`src/rtl/alligator_pkg.sv`:
```
// Shared definitions for the Alligator sliding-window averager.
//   - Window lengths for the three moving averages (blue/red/green).
//   - Circular buffer depth and pointer width.
//   - Controller state encoding.
//   - sum_width(): running-sum width needed to hold 13 x max price.
package alligator_pkg;

    localparam int W_BLUE    = 13;
    localparam int W_RED     = 8;
    localparam int W_GREEN   = 5;
    localparam int BUF_DEPTH = 16;
    localparam int PTR_W     = 4;

    typedef enum logic [2:0] {
        IDLE   = 3'd0,
        UPDATE = 3'd1,
        DIV13  = 3'd2,
        DIV5   = 3'd3,
        OUT    = 3'd4
    } state_e;

    // 13 x (2^DATA_W - 1) < 2^(DATA_W+4), so four guard bits suffice.
    function automatic int sum_width(input int data_w);
        return data_w + 4;
    endfunction

endpackage

```
`src/rtl/alligator_sma_stream_divu.sv`:
```
// sma_divu: sequential restoring unsigned divider, SUM_W-bit dividend,
// 4-bit divisor, one quotient bit per cycle.
// Ports:
//   Clk, Rst      clock, asynchronous active-low reset (aborts a divide)
//   start         load dividend/divisor; first iteration happens on this edge
//   dividend      SUM_W-bit unsigned dividend
//   divisor       4-bit unsigned divisor (non-zero)
//   busy          a divide is in progress
//   done          one-cycle pulse; quotient is final while done is high and
//                 is meant to be captured on the edge that ends the pulse,
//                 SUM_W edges after the start edge
//   quotient      SUM_W-bit quotient
// A start while done is high begins a new divide back-to-back.
module sma_divu #(
    parameter int SUM_W = 36
) (
    input  logic             Clk,
    input  logic             Rst,
    input  logic             start,
    input  logic [SUM_W-1:0] dividend,
    input  logic [3:0]       divisor,
    output logic             busy,
    output logic             done,
    output logic [SUM_W-1:0] quotient
);

    localparam int CNT_W = $clog2(SUM_W + 1);

    logic [3:0]       rem_q;
    logic [SUM_W-1:0] quo_q;
    logic [3:0]       div_q;
    logic [CNT_W-1:0] cnt_q;
    logic             busy_q;

    logic [3:0]       src_rem;
    logic [SUM_W-1:0] src_quo;
    logic [3:0]       src_div;
    logic [4:0]       shifted;
    logic [3:0]       rem_nxt;
    logic [SUM_W-1:0] quo_nxt;

    // One restoring step. On start the step works on the fresh operands so
    // that SUM_W steps complete by the edge after the last done cycle.
    always_comb begin
        src_rem = start ? 4'd0 : rem_q;
        src_quo = start ? dividend : quo_q;
        src_div = start ? divisor : div_q;
        shifted = {src_rem, src_quo[SUM_W-1]};
        rem_nxt = shifted[3:0];
        quo_nxt = {src_quo[SUM_W-2:0], 1'b0};
        if (shifted >= {1'b0, src_div}) begin
            rem_nxt = 4'(shifted - {1'b0, src_div});
            quo_nxt = {src_quo[SUM_W-2:0], 1'b1};
        end
    end

    always_ff @(posedge Clk or negedge Rst) begin
        if (!Rst) begin
            rem_q  <= '0;
            quo_q  <= '0;
            div_q  <= '0;
            cnt_q  <= '0;
            busy_q <= 1'b0;
        end else if (start) begin
            rem_q  <= rem_nxt;
            quo_q  <= quo_nxt;
            div_q  <= divisor;
            cnt_q  <= CNT_W'(SUM_W - 1);
            busy_q <= 1'b1;
        end else if (busy_q && (cnt_q != '0)) begin
            rem_q <= rem_nxt;
            quo_q <= quo_nxt;
            cnt_q <= cnt_q - 1'b1;
        end else if (busy_q) begin
            busy_q <= 1'b0;
        end
    end

    assign busy     = busy_q;
    assign done     = busy_q && (cnt_q == '0);
    assign quotient = quo_q;

endmodule

```
`src/rtl/alligator_sma_stream.sv`:
```
// alligator_sma_stream: streaming 13/8/5-sample simple moving averager.
// Accepts one unsigned price per handshake into a 16-entry circular buffer,
// keeps three running sums, and once 13 prices have been seen produces
// floor averages blue13/red8/green5 over a valid/ready output handshake.
// Handshakes: a transfer happens on a rising edge where valid and ready are
// both high; valid (sma_valid) holds its data stable until ready is seen,
// and price_ready is only high in IDLE.
// Ports:
//   Clk, Rst            clock, asynchronous active-low reset
//   price_valid/ready   input handshake, price_data = newest price
//   sma_valid/ready     output handshake for blue13/red8/green5
//   warm                13 or more prices accepted since reset
//   fsm_state           controller state (debug)
//   div_active          shared divider busy (debug)
module alligator_sma_stream
    import alligator_pkg::*;
#(
    parameter int DATA_W = 32,
    parameter int SUM_W  = sum_width(DATA_W)
) (
    input  logic              Clk,
    input  logic              Rst,
    input  logic              price_valid,
    output logic              price_ready,
    input  logic [DATA_W-1:0] price_data,
    output logic              sma_valid,
    input  logic              sma_ready,
    output logic [DATA_W-1:0] blue13,
    output logic [DATA_W-1:0] red8,
    output logic [DATA_W-1:0] green5,
    output logic              warm,
    output state_e            fsm_state,
    output logic              div_active
);

    localparam logic [3:0] CNT_FULL = 4'(W_BLUE);

    state_e state, state_nxt;

    logic [DATA_W-1:0] mem [BUF_DEPTH];
    logic [PTR_W-1:0]  wp;
    logic [3:0]        cnt;
    logic [DATA_W-1:0] price_q;
    logic [SUM_W-1:0]  sum13, sum8, sum5;
    logic [DATA_W-1:0] blue_q, red_q, green_q;

    logic              accept;
    logic [PTR_W-1:0]  idx13, idx8, idx5;
    logic [SUM_W-1:0]  old13, old8, old5;
    logic [SUM_W-1:0]  sum13_nxt, sum8_nxt, sum5_nxt;
    logic [3:0]        cnt_nxt;

    logic              div_start;
    logic [SUM_W-1:0]  div_dividend;
    logic [3:0]        div_divisor;
    logic              div_busy;
    logic              div_done;
    logic [SUM_W-1:0]  div_quotient;

    assign price_ready = (state == IDLE) && Rst;
    assign accept      = price_valid && price_ready;

    // In UPDATE wp already points one past the new sample, so the sample
    // leaving an N-window sits at wp - (N + 1).
    assign idx13 = wp - PTR_W'(W_BLUE + 1);
    assign idx8  = wp - PTR_W'(W_RED + 1);
    assign idx5  = wp - PTR_W'(W_GREEN + 1);

    // The buffer is never cleared, so the fill count decides whether an
    // outgoing sample exists; stale entries are never read.
    assign old13 = (cnt >= 4'(W_BLUE))  ? SUM_W'(mem[idx13]) : '0;
    assign old8  = (cnt >= 4'(W_RED))   ? SUM_W'(mem[idx8])  : '0;
    assign old5  = (cnt >= 4'(W_GREEN)) ? SUM_W'(mem[idx5])  : '0;

    assign sum13_nxt = sum13 + SUM_W'(price_q) - old13;
    assign sum8_nxt  = sum8  + SUM_W'(price_q) - old8;
    assign sum5_nxt  = sum5  + SUM_W'(price_q) - old5;
    assign cnt_nxt   = (cnt == CNT_FULL) ? CNT_FULL : cnt + 4'd1;

    always_comb begin
        state_nxt    = state;
        div_start    = 1'b0;
        div_dividend = sum13_nxt;
        div_divisor  = 4'(W_BLUE);
        case (state)
            IDLE: begin
                if (accept) state_nxt = UPDATE;
            end
            UPDATE: begin
                if (cnt_nxt == CNT_FULL) begin
                    state_nxt = DIV13;
                    div_start = 1'b1;
                end else begin
                    state_nxt = IDLE;
                end
            end
            DIV13: begin
                // sum5 is already final here; chain the second divide.
                div_dividend = sum5;
                div_divisor  = 4'(W_GREEN);
                if (div_done) begin
                    state_nxt = DIV5;
                    div_start = 1'b1;
                end
            end
            DIV5: begin
                if (div_done) state_nxt = OUT;
            end
            OUT: begin
                if (sma_ready) state_nxt = IDLE;
            end
            default: state_nxt = IDLE;
        endcase
    end

    always_ff @(posedge Clk) begin
        if (accept) mem[wp] <= price_data;
    end

    always_ff @(posedge Clk or negedge Rst) begin
        if (!Rst) begin
            state   <= IDLE;
            wp      <= '0;
            cnt     <= '0;
            price_q <= '0;
            sum13   <= '0;
            sum8    <= '0;
            sum5    <= '0;
            blue_q  <= '0;
            red_q   <= '0;
            green_q <= '0;
        end else begin
            state <= state_nxt;
            if (accept) begin
                wp      <= wp + 1'b1;
                price_q <= price_data;
            end
            if (state == UPDATE) begin
                sum13 <= sum13_nxt;
                sum8  <= sum8_nxt;
                sum5  <= sum5_nxt;
                cnt   <= cnt_nxt;
            end
            if ((state == DIV13) && div_done) begin
                blue_q <= DATA_W'(div_quotient);
            end
            if ((state == DIV5) && div_done) begin
                green_q <= DATA_W'(div_quotient);
                red_q   <= DATA_W'(sum8 >> 3);
            end
        end
    end

    sma_divu #(
        .SUM_W (SUM_W)
    ) u_divu (
        .Clk      (Clk),
        .Rst      (Rst),
        .start    (div_start),
        .dividend (div_dividend),
        .divisor  (div_divisor),
        .busy     (div_busy),
        .done     (div_done),
        .quotient (div_quotient)
    );

    assign sma_valid  = (state == OUT);
    assign blue13     = blue_q;
    assign red8       = red_q;
    assign green5     = green_q;
    assign warm       = (cnt == CNT_FULL);
    assign fsm_state  = state;
    assign div_active = div_busy;

endmodule

```
`config.mk`:
```
export PLATFORM = sky130hd
export DESIGN_NAME = alligator_sma_stream
export DESIGN_NICKNAME = d
export VERILOG_FILES = /design/src/rtl/alligator_pkg.sv /design/src/rtl/alligator_sma_stream_divu.sv /design/src/rtl/alligator_sma_stream.sv
export SDC_FILE = /design/constraint.sdc
export NUM_CORES = 2
export LEC_CHECK = 0
export BUFFER_PORTS_ARGS = -buffer_cell sky130_fd_sc_hd__buf_2
export CORE_MARGIN = 2
export CORE_UTILIZATION = 39
export DETAILED_ROUTE_END_ITERATION = 6
export SYNTH_ARGS = -nofsm -noshare
export SYNTH_HDL_FRONTEND = slang
export SYNTH_SLANG_ARGS = --single-unit
```
`constraint.sdc`:
```
create_clock -name Clk -period 7.9 [get_ports Clk]
set_input_delay 0.79 -clock Clk [delete_from_list [all_inputs] [get_ports Clk]]
set_output_delay 0.79 -clock Clk [all_outputs]
set_load 0.05 [all_outputs]
```
==> flow_summary_export.csv <==
group,metric,value,unit
clock_network,cts_resized,0,
clock_network,post_cts_buffers,0,
yosys,synth_top_area_cell,"edfxtp_1",
clock_network,cts_tree,"yes",
die,die_w,340,microns
timing,skew,36.0,ps
die,num_io_pins,139,
global_routing,track_usage,0.207,
yosys,async_flop_share,0.367,
yosys,synth_top_area_share,0.349,
global_routing,globalRouteOverflowTotal,0,
die,core,0.112,sq mm
placed_design,portBuffers,138,
clock_network,clockBufferDepth,3,
yosys,syn_area_per_cell,12.4,sq um
timing,fin_setup_tns,0,ps
drt,first_iter_violations,2530,
timing,drv_slew,0,
layout,drive_gt1_frac,0.194,
die,die_h,340,microns
yosys,ys_ff_latch,809,
drt,via_count,28900,
timing,tightest_slew,1090,ps
die,num_rows,123,
yosys,syn_inst,3543,
placed_design,place_hpwl,81300,microns
yosys,synth_cell_types,73,
yosys,synth_area,0.0440,sq mm
yosys,synthMostInstantiatedCell,"edfxtp_1",
global_routing,grt_pass1_wl,181000,microns
die,start_util,0.392,
critical_path,criticalPathCategory,"reg2reg",
clock_network,cts-buffers-inserted,86,
timing,rsz0062_at_grt,"false",
yosys,synth_edf_count,512,
layout,syn_to_final_growth,12.6,%
global_routing,grt_pass1_vias,28400,
placed_design,gp_congestion,0.884,
min_path,hp-class,"in2async",
drt,drc,0,
critical_path,crit_path_max_fanout,65,
drt,postRouteAntennaNets,0,
clock_network,root_buffer,"clkbuf_16",
yosys,syn-num-nets,3795,
drt,wl_per_cell,23.0,microns
yosys,ys_warn_count,0,
drt,routed_wl,120000,microns
critical_path,arrival,7240,ps
layout,final_nets,3893,
timing,slew_headroom,0.276,
global_routing,antenna_found_initial,12,
clock_network,clk_pin_slew_worst_paths,70,ps
timing,period_share,0.848,
timing,hold_viol_final,0,
yosys,ys_seq_area_frac,0.518,
yosys,synth_common_cells,"edfxtp_1 (512), nand2_1 (471), inv_1 (358), dfrtp_1 (297), mux4_2 (258)",
clock_network,cts_max_level,3,
clock_network,ctsHoldBuffers,0,
drt,firstDrtPassIters,5,
global_routing,grt_max_degree,168,
timing,setup_violations,0,
drt,viasPerCell,5.55,
yosys,ys_dominant_reg_cell,"edfxtp_1",
critical_path,critical_path_required,8440,ps
yosys,ys_top_cells_by_area,"edfxtp_1 (35%), dfrtp_1 (17%), mux4_2 (13%), fa_1 (4.4%), nand2_1 (4.0%)",
clock_network,clock_sinks,809,
critical_path,start_kind,"flop",
timing,period_minus_slack,6700,ps
job,maxCapViolations,0,
critical_path,endpoint_kind,"flop",
die,die_area,0.116,sq mm
outcome,status,"finished clean",
clock_network,insertion_delay,670,ps
timing,max_freq,149,MHz
[stage by stage]
stage / utilization / hold WS [ps] / instances / instance area [sq um] / worst slack (ps)
2_1_floorplan: - / 433 / 3543 / 44000 / 1140
3_3_place_gp: 0.415 / 452 / 5053 / 46600 / 1270
3_5_place_dp: 0.415 / 455 / 5053 / 46600 / 1190
4_1_cts: 0.442 / 142 / 5211 / 49600 / 1160
5_1_grt: 0.442 / 163 / 5211 / 49600 / 860
6_report: 0.442 / 117 / 5213 / 49600 / 1200
[worst max-delay path: stages, from the launching register on]
cell,delay (ps)
dfrtp_4,430
buf_4,720
mux4_2,390
mux2i_1,120
a211oi_1,560
fa_1,560
inv_1,80
ha_1,240
a211o_1,300
a21oi_1,190
o21ai_1,130
o211ai_2,350
o211a_1,350
o41ai_2,130
xnor2_1,260
xor2_1,170
nand2_1,80
nand3b_1,90
ha_1,190
nor2b_1,50
o21ai_0,160
nand2b_1,130
a21oi_1,150
o21ai_1,180
a22o_1,230
a31o_1,180
[area by class of cell]
type                            instances  area [sq um]
Antenna cell                            2          5.00
Clock buffer                          113          2370
Clock inverter                         45           659
Fill cell                           10200         62600
Inverter                              359          1350
Multi-Input combinational cell       2189         19300
Sequential cell                       809         22800
Tap cell                             1500          1880
Timing Repair Buffer                  196          1240
[state kept, by name, summed over array words and instances (netlist names), 32 cells and up]
name,count
sum13,36
sum5,36
price_q,32
u_divu.quotient,36
red8,32
sum8,35
green5,32
mem,512
blue13,32
[cells in the final DEF, fill, tap and decap left out, drive strengths merged, types with 53 or more instances in the layout]
master	instances
dfrtp	297
o21ai	227
mux4	258
mux2	73
buf	196
a21o	53
nor2	151
nand2	471
clkbuf	113
edfxtp	512
inv	362
fa	97
a21oi	139
and3	53
ha	119
a211oi	72
xor2	55
nand3	73
[kinds of logic (layout without fill, tap and decap cells)]
group | Yosys count | after routing | synth area share
simple gates | 879 | 879 | 0.0889
flops | 809 | 809 | 0.518
compound gates | 625 | 625 | 0.0888
buf+inv | 545 | 713 | 0.0472
mux | 366 | 366 | 0.159
fa+ha+maj | 216 | 216 | 0.0779
xor+xnor | 103 | 103 | 0.0205
other cells | 0 | 2 | 0
[layer usage]
layer	vias to the layer above	track usage	routed length, microns
li1	13100	-	-
met1	14600	0.297	52400
met3	183	0.0378	9530
met5	-	0	120
met2	1032	0.325	55200
met4	18	0.0530	2570
[final timing paths]
| kind | slack, ps | cells past startpoint | to | start |
|---|---|---|---|---|
| min in group Clk | 350 | 2 | fsm_state[2] | sma_ready |
| max reg2reg | 1200 | 25 | u_divu.rem_q[0] | wp[1] |
| max in group asynchronous | 6390 | 2 | red8[29] | Rst |
| min reg2reg | 460 | 2 | blue13[8] | blue13[8] |
| max | 1200 | 25 | u_divu.rem_q[0] | wp[1] |
| min | 120 | 1 | green5[6] | Rst |
Power is not shown: default switching activity piles up to over one toggle a cycle in this logic, so the estimate is an artifact.
